[src/rtl/branch_set_ctrl_if.sv]
// EX-stage condition/branch bundle between the pipeline (master) and branch_set_ctrl (slave).
interface branch_set_ctrl_if;
  logic        ex_valid;
  logic        ex_is_br;
  logic        ex_is_set;
  logic [1:0]  br_typ;
  logic [1:0]  set_typ;
  logic        zero;
  logic        neg;
  logic        ofl;
  logic [15:0] br_target;
  logic        stall_in;
  logic [15:0] set_out;
  logic        set_valid;
  logic        pc_redirect;
  logic [15:0] redirect_pc;
  logic        flush_ifid;
  logic        flush_idex;
  logic [15:0] br_taken_cnt;
  logic [15:0] br_total_cnt;

  modport master (
    output ex_valid, ex_is_br, ex_is_set, br_typ, set_typ, zero, neg, ofl, br_target, stall_in,
    input  set_out, set_valid, pc_redirect, redirect_pc, flush_ifid, flush_idex,
           br_taken_cnt, br_total_cnt
  );

  modport slave (
    input  ex_valid, ex_is_br, ex_is_set, br_typ, set_typ, zero, neg, ofl, br_target, stall_in,
    output set_out, set_valid, pc_redirect, redirect_pc, flush_ifid, flush_idex,
           br_taken_cnt, br_total_cnt
  );
endinterface

[src/rtl/branch_set_ctrl.sv]
// EX-stage branch/set condition controller with predict-not-taken redirect and flush sequencing.
// Optional branch performance counters are enabled by defining BRC_PERF_CNT_EN.
module branch_set_ctrl #(
  parameter int FLUSH_CYCLES = 2
) (
  input logic             clk,
  input logic             rst,
  branch_set_ctrl_if.slave bus
);
  typedef enum logic {IDLE, FLUSH} state_t;

  localparam int CW = 3;
  localparam logic [CW-1:0] CNT_LOAD = CW'(FLUSH_CYCLES - 1);

  state_t        state;
  logic [CW-1:0] cnt;
  logic          taken;
  logic          cond;
  logic          acc;
  logic          br_acc;
  logic          set_acc;

  always_comb begin
    taken = 1'b0;
    case (bus.br_typ)
      2'b00: taken = bus.zero;
      2'b01: taken = ~bus.zero;
      2'b10: taken = bus.neg;
      2'b11: taken = ~bus.neg;
      default: taken = 1'b0;
    endcase
  end

  always_comb begin
    cond = 1'b0;
    case (bus.set_typ)
      2'b00: cond = bus.zero;
      2'b01: cond = bus.neg;
      2'b10: cond = bus.neg | bus.zero;
      2'b11: cond = bus.ofl;
      default: cond = 1'b0;
    endcase
  end

  // Wrong-path instructions are ignored while flushing because acc requires IDLE.
  assign acc     = bus.ex_valid & ~bus.stall_in & (state == IDLE);
  assign br_acc  = acc & bus.ex_is_br;
  assign set_acc = acc & bus.ex_is_set & ~bus.ex_is_br;

  always_ff @(posedge clk) begin
    if (rst) begin
      state           <= IDLE;
      cnt             <= '0;
      bus.set_out     <= '0;
      bus.set_valid   <= 1'b0;
      bus.pc_redirect <= 1'b0;
      bus.redirect_pc <= '0;
      bus.flush_ifid  <= 1'b0;
      bus.flush_idex  <= 1'b0;
    end else begin
      bus.set_valid   <= set_acc;
      bus.pc_redirect <= 1'b0;
      if (set_acc) bus.set_out <= {15'b0, cond};
      case (state)
        IDLE: begin
          if (br_acc && taken) begin
            state           <= FLUSH;
            cnt             <= CNT_LOAD;
            bus.pc_redirect <= 1'b1;
            bus.redirect_pc <= bus.br_target;
            bus.flush_ifid  <= 1'b1;
            bus.flush_idex  <= 1'b1;
          end
        end
        FLUSH: begin
          // Counts down regardless of stall_in: the squash window is fixed length.
          if (cnt == '0) begin
            state          <= IDLE;
            bus.flush_ifid <= 1'b0;
            bus.flush_idex <= 1'b0;
          end else begin
            cnt <= cnt - 1'b1;
          end
        end
        default: state <= IDLE;
      endcase
    end
  end

`ifdef BRC_PERF_CNT_EN
  logic [15:0] taken_cnt;
  logic [15:0] total_cnt;

  always_ff @(posedge clk) begin
    if (rst) begin
      taken_cnt <= '0;
      total_cnt <= '0;
    end else if (br_acc) begin
      if (total_cnt != 16'hFFFF) total_cnt <= total_cnt + 16'd1;
      if (taken && taken_cnt != 16'hFFFF) taken_cnt <= taken_cnt + 16'd1;
    end
  end

  assign bus.br_taken_cnt = taken_cnt;
  assign bus.br_total_cnt = total_cnt;
`else
  assign bus.br_taken_cnt = 16'h0000;
  assign bus.br_total_cnt = 16'h0000;
`endif

endmodule

[src/flat_wrapper.sv]
// flat-port wrapper written by rule: the top's interface ports become plain ports
module branch_set_ctrl_flat 
#(
  parameter int FLUSH_CYCLES = 2
)
  (clk, rst, bus_ex_valid, bus_ex_is_br, bus_ex_is_set, bus_br_typ, bus_set_typ, bus_zero, bus_neg, bus_ofl, bus_br_target, bus_stall_in, bus_set_out, bus_set_valid, bus_pc_redirect, bus_redirect_pc, bus_flush_ifid, bus_flush_idex, bus_br_taken_cnt, bus_br_total_cnt);
  branch_set_ctrl_if bus_i ();
  input logic clk;
  input logic rst;
  input wire logic [$bits(bus_i.ex_valid)-1:0] bus_ex_valid;
  input wire logic [$bits(bus_i.ex_is_br)-1:0] bus_ex_is_br;
  input wire logic [$bits(bus_i.ex_is_set)-1:0] bus_ex_is_set;
  input wire logic [$bits(bus_i.br_typ)-1:0] bus_br_typ;
  input wire logic [$bits(bus_i.set_typ)-1:0] bus_set_typ;
  input wire logic [$bits(bus_i.zero)-1:0] bus_zero;
  input wire logic [$bits(bus_i.neg)-1:0] bus_neg;
  input wire logic [$bits(bus_i.ofl)-1:0] bus_ofl;
  input wire logic [$bits(bus_i.br_target)-1:0] bus_br_target;
  input wire logic [$bits(bus_i.stall_in)-1:0] bus_stall_in;
  output wire logic [$bits(bus_i.set_out)-1:0] bus_set_out;
  output wire logic [$bits(bus_i.set_valid)-1:0] bus_set_valid;
  output wire logic [$bits(bus_i.pc_redirect)-1:0] bus_pc_redirect;
  output wire logic [$bits(bus_i.redirect_pc)-1:0] bus_redirect_pc;
  output wire logic [$bits(bus_i.flush_ifid)-1:0] bus_flush_ifid;
  output wire logic [$bits(bus_i.flush_idex)-1:0] bus_flush_idex;
  output wire logic [$bits(bus_i.br_taken_cnt)-1:0] bus_br_taken_cnt;
  output wire logic [$bits(bus_i.br_total_cnt)-1:0] bus_br_total_cnt;
  assign bus_i.ex_valid = bus_ex_valid;
  assign bus_i.ex_is_br = bus_ex_is_br;
  assign bus_i.ex_is_set = bus_ex_is_set;
  assign bus_i.br_typ = bus_br_typ;
  assign bus_i.set_typ = bus_set_typ;
  assign bus_i.zero = bus_zero;
  assign bus_i.neg = bus_neg;
  assign bus_i.ofl = bus_ofl;
  assign bus_i.br_target = bus_br_target;
  assign bus_i.stall_in = bus_stall_in;
  assign bus_set_out = bus_i.set_out;
  assign bus_set_valid = bus_i.set_valid;
  assign bus_pc_redirect = bus_i.pc_redirect;
  assign bus_redirect_pc = bus_i.redirect_pc;
  assign bus_flush_ifid = bus_i.flush_ifid;
  assign bus_flush_idex = bus_i.flush_idex;
  assign bus_br_taken_cnt = bus_i.br_taken_cnt;
  assign bus_br_total_cnt = bus_i.br_total_cnt;
  branch_set_ctrl #(.FLUSH_CYCLES(FLUSH_CYCLES)) u_core (.clk(clk), .rst(rst), .bus(bus_i));
endmodule
[config.mk]
export PLATFORM = sky130hd
export DESIGN_NAME = branch_set_ctrl_flat
export DESIGN_NICKNAME = d
export VERILOG_FILES = /design/src/rtl/branch_set_ctrl_if.sv /design/src/rtl/branch_set_ctrl.sv /design/src/flat_wrapper.sv
export SDC_FILE = /design/constraint.sdc
export NUM_CORES = 1
export LEC_CHECK = 0
export ABC_AREA = 1
export BUFFER_PORTS_ARGS = -buffer_cell sky130_fd_sc_hd__buf_2
export CORE_MARGIN = 3
export CORE_UTILIZATION = 36
export CTS_CLUSTER_DIAMETER = 200
export DETAILED_ROUTE_END_ITERATION = 12
export PLACE_DENSITY = 0.75
export SLEW_MARGIN = 25
export SYNTH_ARGS = -nofsm -noshare
export SYNTH_HDL_FRONTEND = slang
export SYNTH_SLANG_ARGS = --single-unit
[constraint.sdc]
create_clock -name clk -period 1.1 [get_ports clk]
set_input_delay 0.055 -clock clk [delete_from_list [all_inputs] [get_ports clk]]
set_output_delay 0.055 -clock clk [all_outputs]
set_load 0.01 [all_outputs]
* Word-level counts from Yosys, hierarchy flattened
Cells that the tools add are included.
** Storage, ports and cells
- Flip-flop bits (word level) :: 24
- Input port bits :: 29
** Operators by class
- Add/sub/neg operators :: 1
- Equality and inequality tests :: 9
- Muxes and demuxes :: 11
- Bitwise logic cells :: 11
- Reduce and logical (&&, ||, !) cells :: 8
** Operators by type and width (count)
- $eq 2x2->1 const B :: 4
- $pmux 1 s4 :: 2
- $mux 3 :: 2
- $ne 2x2->1 const B :: 3
- $pmux 3 s2 :: 1
- $reduce_and 2->1 :: 3
- $and 1x1->1 :: 5
- $not 1->1 :: 5
- $eq 2x1->1 const B :: 2
- $logic_not 2->1 :: 2
- $mux 1 :: 4
- $pmux 1 s2 :: 2
- $logic_not 3->1 :: 1
- $sub 3x1->3 const B :: 1
- $reduce_or 2->1 :: 1
- $logic_and 1x1->1 :: 1
- $or 1x1->1 :: 1

* Longest topological paths before layout
- Word-level depth :: 7
- Gate-level depth with buffers :: 8
- Depth with buffers taken out :: 7

* Worst setup path before layout
OpenSTA, ideal clock, no wires.
- Path type :: register to register
- Start :: register u_core.cnt[0]
- End :: register u_core.cnt[1]
- Arrival time :: 1101 ps
- Setup slack :: -71 ps
- Cell stages (with the launch flop) :: 7
- Path buffers :: 0
- Clock period less this slack :: 1171 ps
- Cell sequence :: dfxtp_1 -> inv_1 -> ha_1 -> nand2_1 -> nand2_1 -> or2_2 -> a21oi_1
** On the way
- Longest elaborated chain between the ends :: 3
- Elaborated cells between the ends (all ways) :: 6
- Those cells by class :: add/sub: 1; eq/ne: 1; mux: 2; reduce/logical: 2
** Ends and longest elaborated chain
- from (decl) :: line branch_set_ctrl.sv:16 : logic [CW-1:0] cnt;
- from (signal assigned) :: line branch_set_ctrl.sv:82 : cnt <= cnt - 1'b1;
- $sub 3x1->3 / $logic_not 3->1 (equally long branches) :: line branch_set_ctrl.sv:82, branch_set_ctrl.sv:77
- $mux 3 / $ne 2x2->1 (equally long branches)
- $pmux 3 s2 / $reduce_and 2->1 (equally long branches)
Several ways; a longest one is shown, not always the timed one. The select of a mux whose other input is x is not followed.
A chain may end at the register's enable or synchronous reset.

* Final worst setup path
- Start :: register u_core.state
- End :: register u_core.cnt[1]
** On the way
- Longest elaborated chain between the ends :: 6
- Elaborated cells between the ends (all ways) :: 8
- Those cells by class :: eq/ne: 2; mux: 1; bitwise: 3; reduce/logical: 2
** Ends and longest elaborated chain
- from (decl) :: line branch_set_ctrl.sv:15 : state_t state;
- from (signal assigned) :: line branch_set_ctrl.sv:52 : state <= IDLE;
- from (signal assigned) :: line branch_set_ctrl.sv:67 : state <= FLUSH;
- from (signal assigned) :: line branch_set_ctrl.sv:78 : state <= IDLE;
- $not 1->1 :: line branch_set_ctrl.sv:46, branch_set_ctrl.sv:64
- $and 1x1->1 :: line branch_set_ctrl.sv:46 : assign acc = bus.ex_valid & ~bus.stall_in & (state == IDLE);
- $and 1x1->1 :: line branch_set_ctrl.sv:47 : assign br_acc = acc & bus.ex_is_br;
- $logic_and 1x1->1 :: line branch_set_ctrl.sv:66 : if (br_acc && taken) begin
- $ne 2x2->1 (no line)
- $reduce_and 2->1 (no line)
Several ways; a longest one is shown, not always the timed one.

==> reports/metrics.cfg <==
[place]
place.detailed.hpwl_mm=2.08
portBuffers=49
gp_congestion=0.827
place_area_um2=1540

[yosys]
yosys.area.top_type=dfxtp_1
synth_top_area_frac=0.359
synth_cell_type_count=21
ys_warn_count=0
avgSynthCellArea_um2=7.51
synth.top_cells.by_area=dfxtp_1 (36%), buf_4 (27%), nand2_1 (12%)
ys_seq_area_frac=0.359
netlist_instances=178
ys_seq_elements=24
post_synth_instance_area_um2=1340

[route]
vias=1185
dr.pass1.iters=4
antenna_left=0
wl_per_cell_um=10.0
drc_errors=0
avgViaCountPerCell=3.92
routed_wl_mm=3.04
drtIter0Drc=17

[setup_path]
worstSetupEndpointType=flop
reg2reg_to=u_core.cnt[1]
crit_fanout=8
worst_setup_path_start_kind=flop
worstRegToRegCells=7
required_ns=1.25
critPathKind=flop to flop
cp.arrival_ns=1.33
rr_startpoint=u_core.state
ff2ff_setup_slack_ns=-0.08

[layout]
fin_util=0.530
diodes=0
area_growth_pct=37.5
mostFrequentLayoutCell=buf_2
layout_common_cells=buf_2 (49), conb_1 (47), nand2_1 (38)
nNetsFinal=288
fin_area_um2=1840
drive_gt1_frac=0.344

[clock_network]
path_clk_slew_ns=0.08
cts_buffer_depth=2
cts_tree=yes
cts_max_level=1
clkSinkCount=24
cts_buffers=3
insertion_delay_ns=0.26
root_buffer=clkbuf_8

[hold_path]
hold_class=primary input to flop
hold_end=u_core.cnt[1]
hp-start=rst
holdPathStages=2

[timing]
max_clock_freq_mhz=847
rsz0062_at_grt=yes
min_period_ns=1.18
post-route-worst-setup-slack_ns=-0.0802
finalHoldViolCount=0
setup_viol=19
fin_skew_ns=0.00390
drv_slew=0
fin_crit_sh=1.07
whs_ns=0.0624
finalSetupTns_ns=-1.09

[global_route]
grt_pass1_wl_mm=4.60
grt_usage=0.131
grt_antenna_before_repair=0
overflow=0
grt_max_degree=14
grt_pass1_vias=1126

[die]
die_width_um=67.0
die_area_um2=4480
die_y_um=67.0
start_util=0.386
core_um2=3470
rows=21
io_pins=97

[power]
power_density_nw_per_um2=982
ir_drop_mv=0.873
p_leak_nw=1.04

[run_status]
outcome=complete, but fails checks
violations=negative setup slack

[run]
maxCapViolCount=0

## what timing repair did
action / 4_1_cts / 5_1_grt
hold buffers: 16 / 0
pin swaps: 3 / 5
setup buffers: 0 / 1
gates resized for setup: 4 / 18
hold endpoints to repair: 16 / 0
setup endpoints to repair: 21 / 22
## routing by layer
layer / GRT usage / share of wire / up-vias
met2: 0.259 / 0.54 / 50
met3: 0.0472 / 0.080 / 2
li1: - / - / 611
met1: 0.131 / 0.38 / 522
met4: 0.0203 / 0.0030 / 0
met5: 0 / 0 / -
## synth_stat cells, drive strengths merged
| library cell | count |
|---|---|
| nand4 | 1 |
| a21oi | 6 |
| nor3 | 1 |
| inv | 13 |
| nand2 | 44 |
| xnor2 | 1 |
| clkinv | 1 |
| or2 | 1 |
| nor2 | 6 |
| ha | 2 |
| o21ai | 3 |
| dfxtp | 24 |
| conb | 1 |
| buf | 52 |
| nand3 | 21 |
| o21bai | 1 |
## sequential cells by signal, summed over array words and instances (netlist names)
| register | cells |
|---|---|
| u_core.bus.redirect_pc | 16 |
| u_core.cnt | 3 |
| u_core.bus.flush_ifid | 1 |
| u_core.bus.pc_redirect | 1 |
| u_core.bus.set_out | 1 |
| u_core.bus.set_valid | 1 |
| u_core.state | 1 |
## through the flow
step                worst slack (ns)  cells  total power, W
finish                       -0.0802    302         0.00181
floorplan                    -0.0118    224         0.00120
detailed placement            -0.108    281         0.00118
CTS                          -0.0999    301         0.00181
global route                  -0.186    302         0.00191
global placement             -0.0624    281         0.00117
## cells by family after synthesis
family / count (synthesis) / share of synthesized area
and+or+nand+nor: 74 / 0.245
buffers and inverters: 66 / 0.328
DFF: 24 / 0.359
AOI/OAI and AO/OA: 10 / 0.0393
adders and majority gates: 2 / 0.0187
xor gates and xnor gates: 1 / 0.00655
other: 1 / 0.00280
## area by class of cell
class	count	area (µm²)
inverter	14	52.6
multi-input combinational	134	657
tap	46	57.6
sequential	24	484
fill	346	1630
timing repair buffer	80	533
clock buffer	4	55.1
## worst max path at each step
stage / slack, ns / end / depth (start not counted) / startpoint
3_5_place_dp: -0.11 / u_core.cnt[2] / 8 / u_core.state
3_3_place_gp: -0.06 / u_core.cnt[2] / 8 / u_core.state
2_1_floorplan: -0.01 / u_core.bus.redirect_pc[10] / 8 / u_core.state
6_report: -0.08 / u_core.cnt[1] / 7 / u_core.state
5_1_grt: -0.19 / u_core.bus.redirect_pc[15] / 8 / u_core.state
4_1_cts: -0.1 / u_core.bus.redirect_pc[4] / 8 / u_core.state
## worst max-delay path, cell delays in order (launching register included)
cell and delay (ns):
dfxtp_2 0.33, nor2_2 0.10, nand2_1 0.08, nor2_2 0.12, nand3_4 0.12, buf_4 0.19
nand3_1 0.09, a21oi_2 0.06
## power by group
group	internal [W]	switching (W)	total (W)
Clock	0.000319	0.000261	0.000579
Sequential	0.000890	0.0000112	0.000901
Combinational	0.000136	0.000190	0.000326
Power figures use the tool's default switching activity.
